<file path="config.mk">
export PLATFORM = sky130hd
export DESIGN_NAME = pc_sequencer
export DESIGN_NICKNAME = d
export VERILOG_FILES = /design/src/rtl/cpu_types_pkg.sv /design/src/rtl/pc_ras.sv /design/src/rtl/pc_sequencer.sv
export SDC_FILE = /design/constraint.sdc
export NUM_CORES = 1
export LEC_CHECK = 0
export ABC_AREA = 1
export CAP_MARGIN = 0
export CORE_AREA = 2 2 134 169
export CTS_CLUSTER_DIAMETER = 100
export DETAILED_ROUTE_END_ITERATION = 16
export DIE_AREA = 0 0 136 171
export PLACE_DENSITY = 0.58
export REMOVE_ABC_BUFFERS = 1
export SYNTH_ARGS = -nofsm -noshare
export SYNTH_HDL_FRONTEND = slang
export SYNTH_SLANG_ARGS = --single-unit
</file>
<file path="constraint.sdc">
create_clock -name CLK -period 3.2 [get_ports CLK]
set_input_delay 0.48 -clock CLK [delete_from_list [all_inputs] [get_ports CLK]]
set_output_delay 0.48 -clock CLK [all_outputs]
set_load 0.01 [all_outputs]
</file>
<file path="src/rtl/cpu_types_pkg.sv">
// Shared core types and constants.
//   word_t           : 32-bit machine word
//   PC_RESET_DEFAULT : default fetch PC after reset
//   PC_INC_DEFAULT   : default sequential fetch increment in bytes
//   pcsel_t          : next-PC source select, in descending priority order
package cpu_types_pkg;

   typedef logic [31:0] word_t;

   localparam word_t PC_RESET_DEFAULT = 32'h0000_0000;
   localparam int    PC_INC_DEFAULT   = 4;

   typedef enum logic [2:0] {
      PCSEL_RST,
      PCSEL_EX,
      PCSEL_HOLD,
      PCSEL_ID,
      PCSEL_RAS,
      PCSEL_INC
   } pcsel_t;

endpackage

</file>
<file path="src/rtl/pc_ras.sv">
// Return-address stack: circular buffer with a top pointer and an entry count.
//   clk, rst        : clock, synchronous active-high reset (clears count only)
//   push, push_data : push a return address; when full the oldest entry is overwritten
//   pop             : drop the top entry; ignored when empty
//   push+pop        : top entry is replaced, count unchanged
//   top             : current top entry
//   empty, full     : count == 0 / count == DEPTH
module pc_ras #(
   parameter int WORD_W = 32,
   parameter int DEPTH  = 4
) (
   input  logic              clk,
   input  logic              rst,
   input  logic              push,
   input  logic              pop,
   input  logic [WORD_W-1:0] push_data,
   output logic [WORD_W-1:0] top,
   output logic              empty,
   output logic              full
);
   localparam int PTR_W = $clog2(DEPTH);
   localparam int CNT_W = PTR_W + 1;

   logic [WORD_W-1:0] mem [DEPTH];
   logic [PTR_W-1:0]  top_ptr;
   logic [PTR_W-1:0]  top_inc;
   logic [CNT_W-1:0]  count;
   logic              do_pop;

   assign top_inc = top_ptr + 1'b1;
   assign empty   = (count == '0);
   assign full    = (count == CNT_W'(DEPTH));
   assign top     = mem[top_ptr];
   assign do_pop  = pop && !empty;

   always_ff @(posedge clk) begin
      if (rst) begin
         top_ptr <= '0;
         count   <= '0;
      end else if (push && do_pop) begin
         // pop-then-push collapses to an in-place overwrite of the top
      end else if (push) begin
         top_ptr <= top_inc;
         if (!full)
            count <= count + 1'b1;
      end else if (do_pop) begin
         top_ptr <= top_ptr - 1'b1;
         count   <= count - 1'b1;
      end
   end

   // storage is not reset; count alone defines which entries are valid
   always_ff @(posedge clk) begin
      if (!rst && push) begin
         if (do_pop)
            mem[top_ptr] <= push_data;
         else
            mem[top_inc] <= push_data;
      end
   end

endmodule

</file>
<file path="src/rtl/pc_sequencer.sv">
// Next-PC sequencer: holds the fetch PC and picks the next one from
// reset / EX redirect / stall hold / ID jump / RAS prediction / increment.
//   CLK, RST                : clock, synchronous active-high reset
//   pcenable                : 1 advance, 0 stall (EX redirect still loads)
//   ex_redirect, ex_target  : EX-resolved redirect
//   id_redirect, id_target  : ID jump
//   call_push, push_addr    : push return address onto the RAS
//   ret_pop                 : pop RAS and predict its top
//   pcout                   : registered fetch PC
//   pred_valid              : 1 for the cycle after a RAS-predicted load
//   ras_empty, ras_full     : RAS status
// Build option PC_ALIGN_CHK_EN adds sticky output misalign and forces loaded
// targets to word alignment.
//
// sel        | meaning
// PCSEL_RST  | reset to RESET_PC
// PCSEL_EX   | EX redirect, overrides a stall
// PCSEL_HOLD | stall, PC and RAS frozen
// PCSEL_ID   | ID jump (may push)
// PCSEL_RAS  | return predicted from RAS top (pop, may push)
// PCSEL_INC  | sequential (may push)
module pc_sequencer
   import cpu_types_pkg::*;
#(
   parameter int                WORD_W    = 32,
   parameter logic [WORD_W-1:0] RESET_PC  = WORD_W'(PC_RESET_DEFAULT),
   parameter int                PC_INC    = PC_INC_DEFAULT,
   parameter int                RAS_DEPTH = 4
) (
   input  logic              CLK,
   input  logic              RST,
   input  logic              pcenable,
   input  logic              ex_redirect,
   input  logic [WORD_W-1:0] ex_target,
   input  logic              id_redirect,
   input  logic [WORD_W-1:0] id_target,
   input  logic              call_push,
   input  logic [WORD_W-1:0] push_addr,
   input  logic              ret_pop,
   output logic [WORD_W-1:0] pcout,
   output logic              pred_valid,
   output logic              ras_empty,
`ifdef PC_ALIGN_CHK_EN
   output logic              ras_full,
   output logic              misalign
`else
   output logic              ras_full
`endif
);
   pcsel_t            sel;
   logic [WORD_W-1:0] ras_top;
   logic [WORD_W-1:0] load_tgt;
   logic [WORD_W-1:0] pc_next;
   logic              tgt_load;
   logic              ras_push;
   logic              ras_pop;

   always_comb begin
      sel = PCSEL_INC;
      if (RST)
         sel = PCSEL_RST;
      else if (ex_redirect)
         sel = PCSEL_EX;
      else if (!pcenable)
         sel = PCSEL_HOLD;
      else if (id_redirect)
         sel = PCSEL_ID;
      else if (ret_pop && !ras_empty)
         sel = PCSEL_RAS;
   end

   // ret_pop on an empty RAS falls through to INC; EX fixes the PC later
   assign ras_pop  = (sel == PCSEL_RAS);
   assign ras_push = call_push &&
                     (sel == PCSEL_ID || sel == PCSEL_RAS || sel == PCSEL_INC);
   assign tgt_load = (sel == PCSEL_EX || sel == PCSEL_ID || sel == PCSEL_RAS);

   always_comb begin
      load_tgt = '0;
      case (sel)
         PCSEL_EX:  load_tgt = ex_target;
         PCSEL_ID:  load_tgt = id_target;
         PCSEL_RAS: load_tgt = ras_top;
         default:   load_tgt = '0;
      endcase
   end

   always_comb begin
      pc_next = pcout + WORD_W'(PC_INC);
      if (sel == PCSEL_RST)
         pc_next = RESET_PC;
      else if (sel == PCSEL_HOLD)
         pc_next = pcout;
      else if (tgt_load)
`ifdef PC_ALIGN_CHK_EN
         pc_next = {load_tgt[WORD_W-1:2], 2'b00};
`else
         pc_next = load_tgt;
`endif
   end

   always_ff @(posedge CLK) begin
      if (RST) begin
         pcout      <= RESET_PC;
         pred_valid <= 1'b0;
      end else begin
         pcout      <= pc_next;
         pred_valid <= (sel == PCSEL_RAS);
      end
   end

`ifdef PC_ALIGN_CHK_EN
   always_ff @(posedge CLK) begin
      if (RST)
         misalign <= 1'b0;
      else if (tgt_load && (load_tgt[1:0] != 2'b00))
         misalign <= 1'b1;
   end
`endif

   pc_ras #(
      .WORD_W (WORD_W),
      .DEPTH  (RAS_DEPTH)
   ) u_ras (
      .clk       (CLK),
      .rst       (RST),
      .push      (ras_push),
      .pop       (ras_pop),
      .push_data (push_addr),
      .top       (ras_top),
      .empty     (ras_empty),
      .full      (ras_full)
   );

endmodule

</file>
==> metrics.md <==
| Metric | Value |
|---|---|
| Part of the cycle the worst path needs | `0.770` |
| Die width | `about 140 um` |
| Gate Count Post-Synth | `around 900` |
| Static leakage | `3.81 nW` |
| Antenna violation net count after detailed routing | `0` |
| Core footprint | `approximately 0.022 mm^2` |
| Total net switching power | `1.16 mW` |
| First-pass GRT wire length | `34.3 mm` |
| Worst-margin pin slew | `793 ps` |
| Clock Latency Late Sink | `roughly 430 ps` |
| Highest net fanout along the worst path | `32` |
| R2r worst-path depth | `10` |
| Wire length per cell | `17.0 um` |
| Syn-to-layout area delta | `27.5%` |
| Final core utilization | `0.474` |
| Min cycle time layout | `approximately 2500 ps` |
| Max Freq | `around 0.41 GHz` |
| Number of setup buffers added after CTS | `0` |
| Outcome | `finished, final reports clean` |
| IO Count | `approximately 140` |
| Largest net degree at the start of global routing | `70` |
| Final setup TNS | `0 ps` |
| Reg2reg start | `u_ras.count[0]$_SDFFE_PP0P_` |
| Die area | `roughly 0.023 mm^2` |
| Worst r2r dst | `pcout[7]$_SDFFE_PP0P_` |
| CTS tree | `yes` |
| Seq/Total Area, Yosys | `0.572` |
| CTS sink cnt | `168` |
| Clock transition at path regs | `roughly 70 ps` |
| Combinational share of power | `0.106` |
| Worst Skew | `13.6 ps` |
| RSZ-0062 raised after global routing | `false` |
| Final hold vios | `0` |
| Critical path type | `primary input to register` |
| Maximum vdd ir drop | `about 0.36 mV` |
| Flop pwr share | `0.496` |
| Die Span Y | `~170 um` |
| Internal power | `3.79 mW` |
| Critical Path AT | `2570 ps` |
| DRC viols | `0` |
| Worst hold slack | `506 ps` |
| Max Cap Viol | `0` |
| PD cells | `479 mW/mm^2` |
| Avg Cell Area, Syn | `around 9 um^2` |
| Worst setup SP type | `primary input` |
| Antenna violations before repair | `0` |
| Ant diodes | `0` |
| Post-CTS resize count | `0` |
| Layout cell share with drive strength beyond 1 | `0.0829` |
| Placer Congestion | `around 0.89` |
| DR vias | `~6500` |
| 1st-iter DRT viols | `479` |
| HP Start | `pcout[0]$_SDFFE_PP0P_` |
| Initial Util | `0.372` |
| Number of library cell types mapped by synthesis | `38` |
| Cts hold-fix bufs | `0` |
| Root Buffer | `clkbuf_16` |
| Crit. End Element | `register` |
| Final HPWL DP | `about 16 mm` |
| Hold Path Stages | `2` |
| I/O Buffers | `around 140` |
| Register bit total from synthesis | `between 150 and 200` |
| FP Rows | `a little over 60` |
| Reg2reg setup slack | `between 1000 and 1500 ps` |
| Cts bufs inserted | `17` |
| Nets | `1144` |
| DR pass1 iterations | `5` |
| Worst Setup SP | `ex_redirect` |
| Vias per cell | `a little under 5` |
| Setup violations, final | `0` |
| Mapped Area | `0.00812 mm^2` |
| Power share of the clock group | `0.398` |
| Crit path required time | `about 3300 ps` |
| Synth warn | `0` |
| Switching Fraction | `0.234` |
| GRT Util Overall | `0.199` |
| Grt total ovfl | `0` |
| Post-Layout Cell Count | `between 1000 and 1500` |
| Final wirelength | `22.7 mm` |
| Number of global-route vias before repair | `slightly above 6000` |
| Placed cell count | `~1300` |
| CTS H-Tree Depth | `4` |
| Worst rel slew slack | `0.470` |
| CTS max path bufs | `2` |
| Pins Over Slew Limit | `0` |
| Hold Path End | `pcout[0]$_SDFFE_PP0P_` |
| Worst hold-check path type | `register to register` |
[routing by layer]
metal  global-route usage  part of all wire  vias up
met5                    0                 0        -
met2                0.345              0.51      158
met3               0.0391             0.045       31
met4               0.0652             0.019        0
li1                     -                 -     3285
met1                0.247              0.43     3036
[worst max-delay path, cell delays in order]
cell and delay (ps):
clkdlybuf4s50_1 510, nor2_4 210, nand3_1 260, nor2_1 240, nand2_2 90, xor2_1 280, inv_1 120, nor2_4 120
buf_12 240
[Yosys cell counts]
cell / instances / share of area
a21o_1: 1 / 0.00093
nand4_1: 4 / 0.0031
clkbuf_2: 1 / 0.00062
nor3_1: 5 / 0.0031
buf_4: 7 / 0.0065
buf_1: 1 / 0.00046
o211ai_1: 2 / 0.0018
xor2_1: 9 / 0.0097
buf_2: 9 / 0.0055
buf_6: 7 / 0.0097
fa_1: 1 / 0.0025
and3_1: 2 / 0.0015
inv_2: 11 / 0.0051
nor2_8: 2 / 0.0049
nand3_2: 2 / 0.0025
inv_1: 51 / 0.024
a21boi_0: 3 / 0.0028
nand2_1: 216 / 0.10
o22ai_1: 7 / 0.0054
nand2_2: 7 / 0.0054
nand2_4: 3 / 0.0042
xnor2_1: 12 / 0.013
dfxtp_1: 40 / 0.099
nand3_1: 40 / 0.025
a21oi_2: 1 / 0.0011
nor2_4: 6 / 0.0083
edfxtp_1: 128 / 0.47
nand3b_1: 3 / 0.0028
nor2_2: 4 / 0.0031
clkbuf_1: 15 / 0.0069
a21oi_1: 35 / 0.022
o21ai_1: 15 / 0.0092
o21ai_0: 100 / 0.062
a22oi_1: 1 / 0.00093
nor2_1: 144 / 0.067
ha_1: 3 / 0.0046
o21ai_2: 1 / 0.0011
a31oi_1: 4 / 0.0031
[cells in the final DEF, fill, tap and decap left out, drive strengths merged]
| master | netlist | layout |
|---|---|---|
| xnor2 | 12 | 12 |
| buf | 24 | 18 |
| clkinvlp | 0 | 2 |
| a31oi | 4 | 4 |
| nand4 | 4 | 4 |
| nor3 | 5 | 5 |
| o22ai | 7 | 7 |
| a21o | 1 | 1 |
| o21ai | 116 | 116 |
| inv | 62 | 64 |
| clkbuf | 16 | 19 |
| nand3b | 3 | 3 |
| nand3 | 42 | 42 |
| nor2 | 156 | 156 |
| a21boi | 3 | 3 |
| edfxtp | 128 | 128 |
| and3 | 2 | 2 |
| ha | 3 | 3 |
| xor2 | 9 | 9 |
| clkinv | 0 | 7 |
| dfxtp | 40 | 40 |
| a21oi | 36 | 36 |
| nand2 | 226 | 226 |
| a22oi | 1 | 1 |
| bufinv | 0 | 2 |
| fa | 1 | 1 |
| clkdlybuf4s50 | 0 | 137 |
| o211ai | 2 | 2 |
[worst max path at each step]
stage,slack (ps),endpoint,cells past startpoint
after detailed placement,300,u_ras.mem[2][26]$_DFFE_PP_,9
after global placement,340,u_ras.mem[2][10]$_DFFE_PP_,9
after global routing,600,u_ras.mem[2][14]$_DFFE_PP_,9
final,730,u_ras.mem[2][16]$_DFFE_PP_,9
after CTS,730,u_ras.mem[2][14]$_DFFE_PP_,9
after floorplan,-10,u_ras.mem[2][0]$_DFFE_PP_,9
[per-stage QoR]
step                      total power, mW  setup slack (ps)  instance area (um^2)
after global routing                 5.13               602                 10400
after global placement               3.03               343                  9790
final                                4.96               735                 10400
after CTS                            4.98               731                 10400
after detailed placement             3.03               300                  9790
after floorplan                      2.71             -11.8                  7880
[area by class of cell]
type | instances | area, um^2
Clock buffer | 19 | 433
Clock inverter | 13 | 128
Fill cell | 2112 | 11500
Inverter | 62 | 233
Multi-Input combinational cell | 633 | 3030
Sequential cell | 168 | 4650
Tap cell | 283 | 354
Timing Repair Buffer | 155 | 1530
[power groups by stage]
stage | combinational, mW | clock, mW | sequential, mW
6_report | 0.527 | 1.97 | 2.46
5_1_grt | 0.579 | 2.09 | 2.46
4_1_cts | 0.534 | 1.99 | 2.46
3_5_place_dp | 0.531 | 0 | 2.50
3_3_place_gp | 0.526 | 0 | 2.50
2_1_floorplan | 0.206 | 0 | 2.50
[logic make-up after synthesis]
logic type,count (synthesis),synth area share
AOI/OAI and AO/OA,170,0.110
xor gates and xnor gates,21,0.0227
adders and majority gates,4,0.00709
buffers and inverters,102,0.0584
DFF,168,0.572
and+or+nand+nor,438,0.230
[state kept, by name (all words and copies together) (netlist names), named ones only]
register and cells:
u_ras.count 3, u_ras.top_ptr 2, pcout 32, u_ras.mem 128, pred_valid 1
No activity file was read; power rests on OpenSTA's default activity.
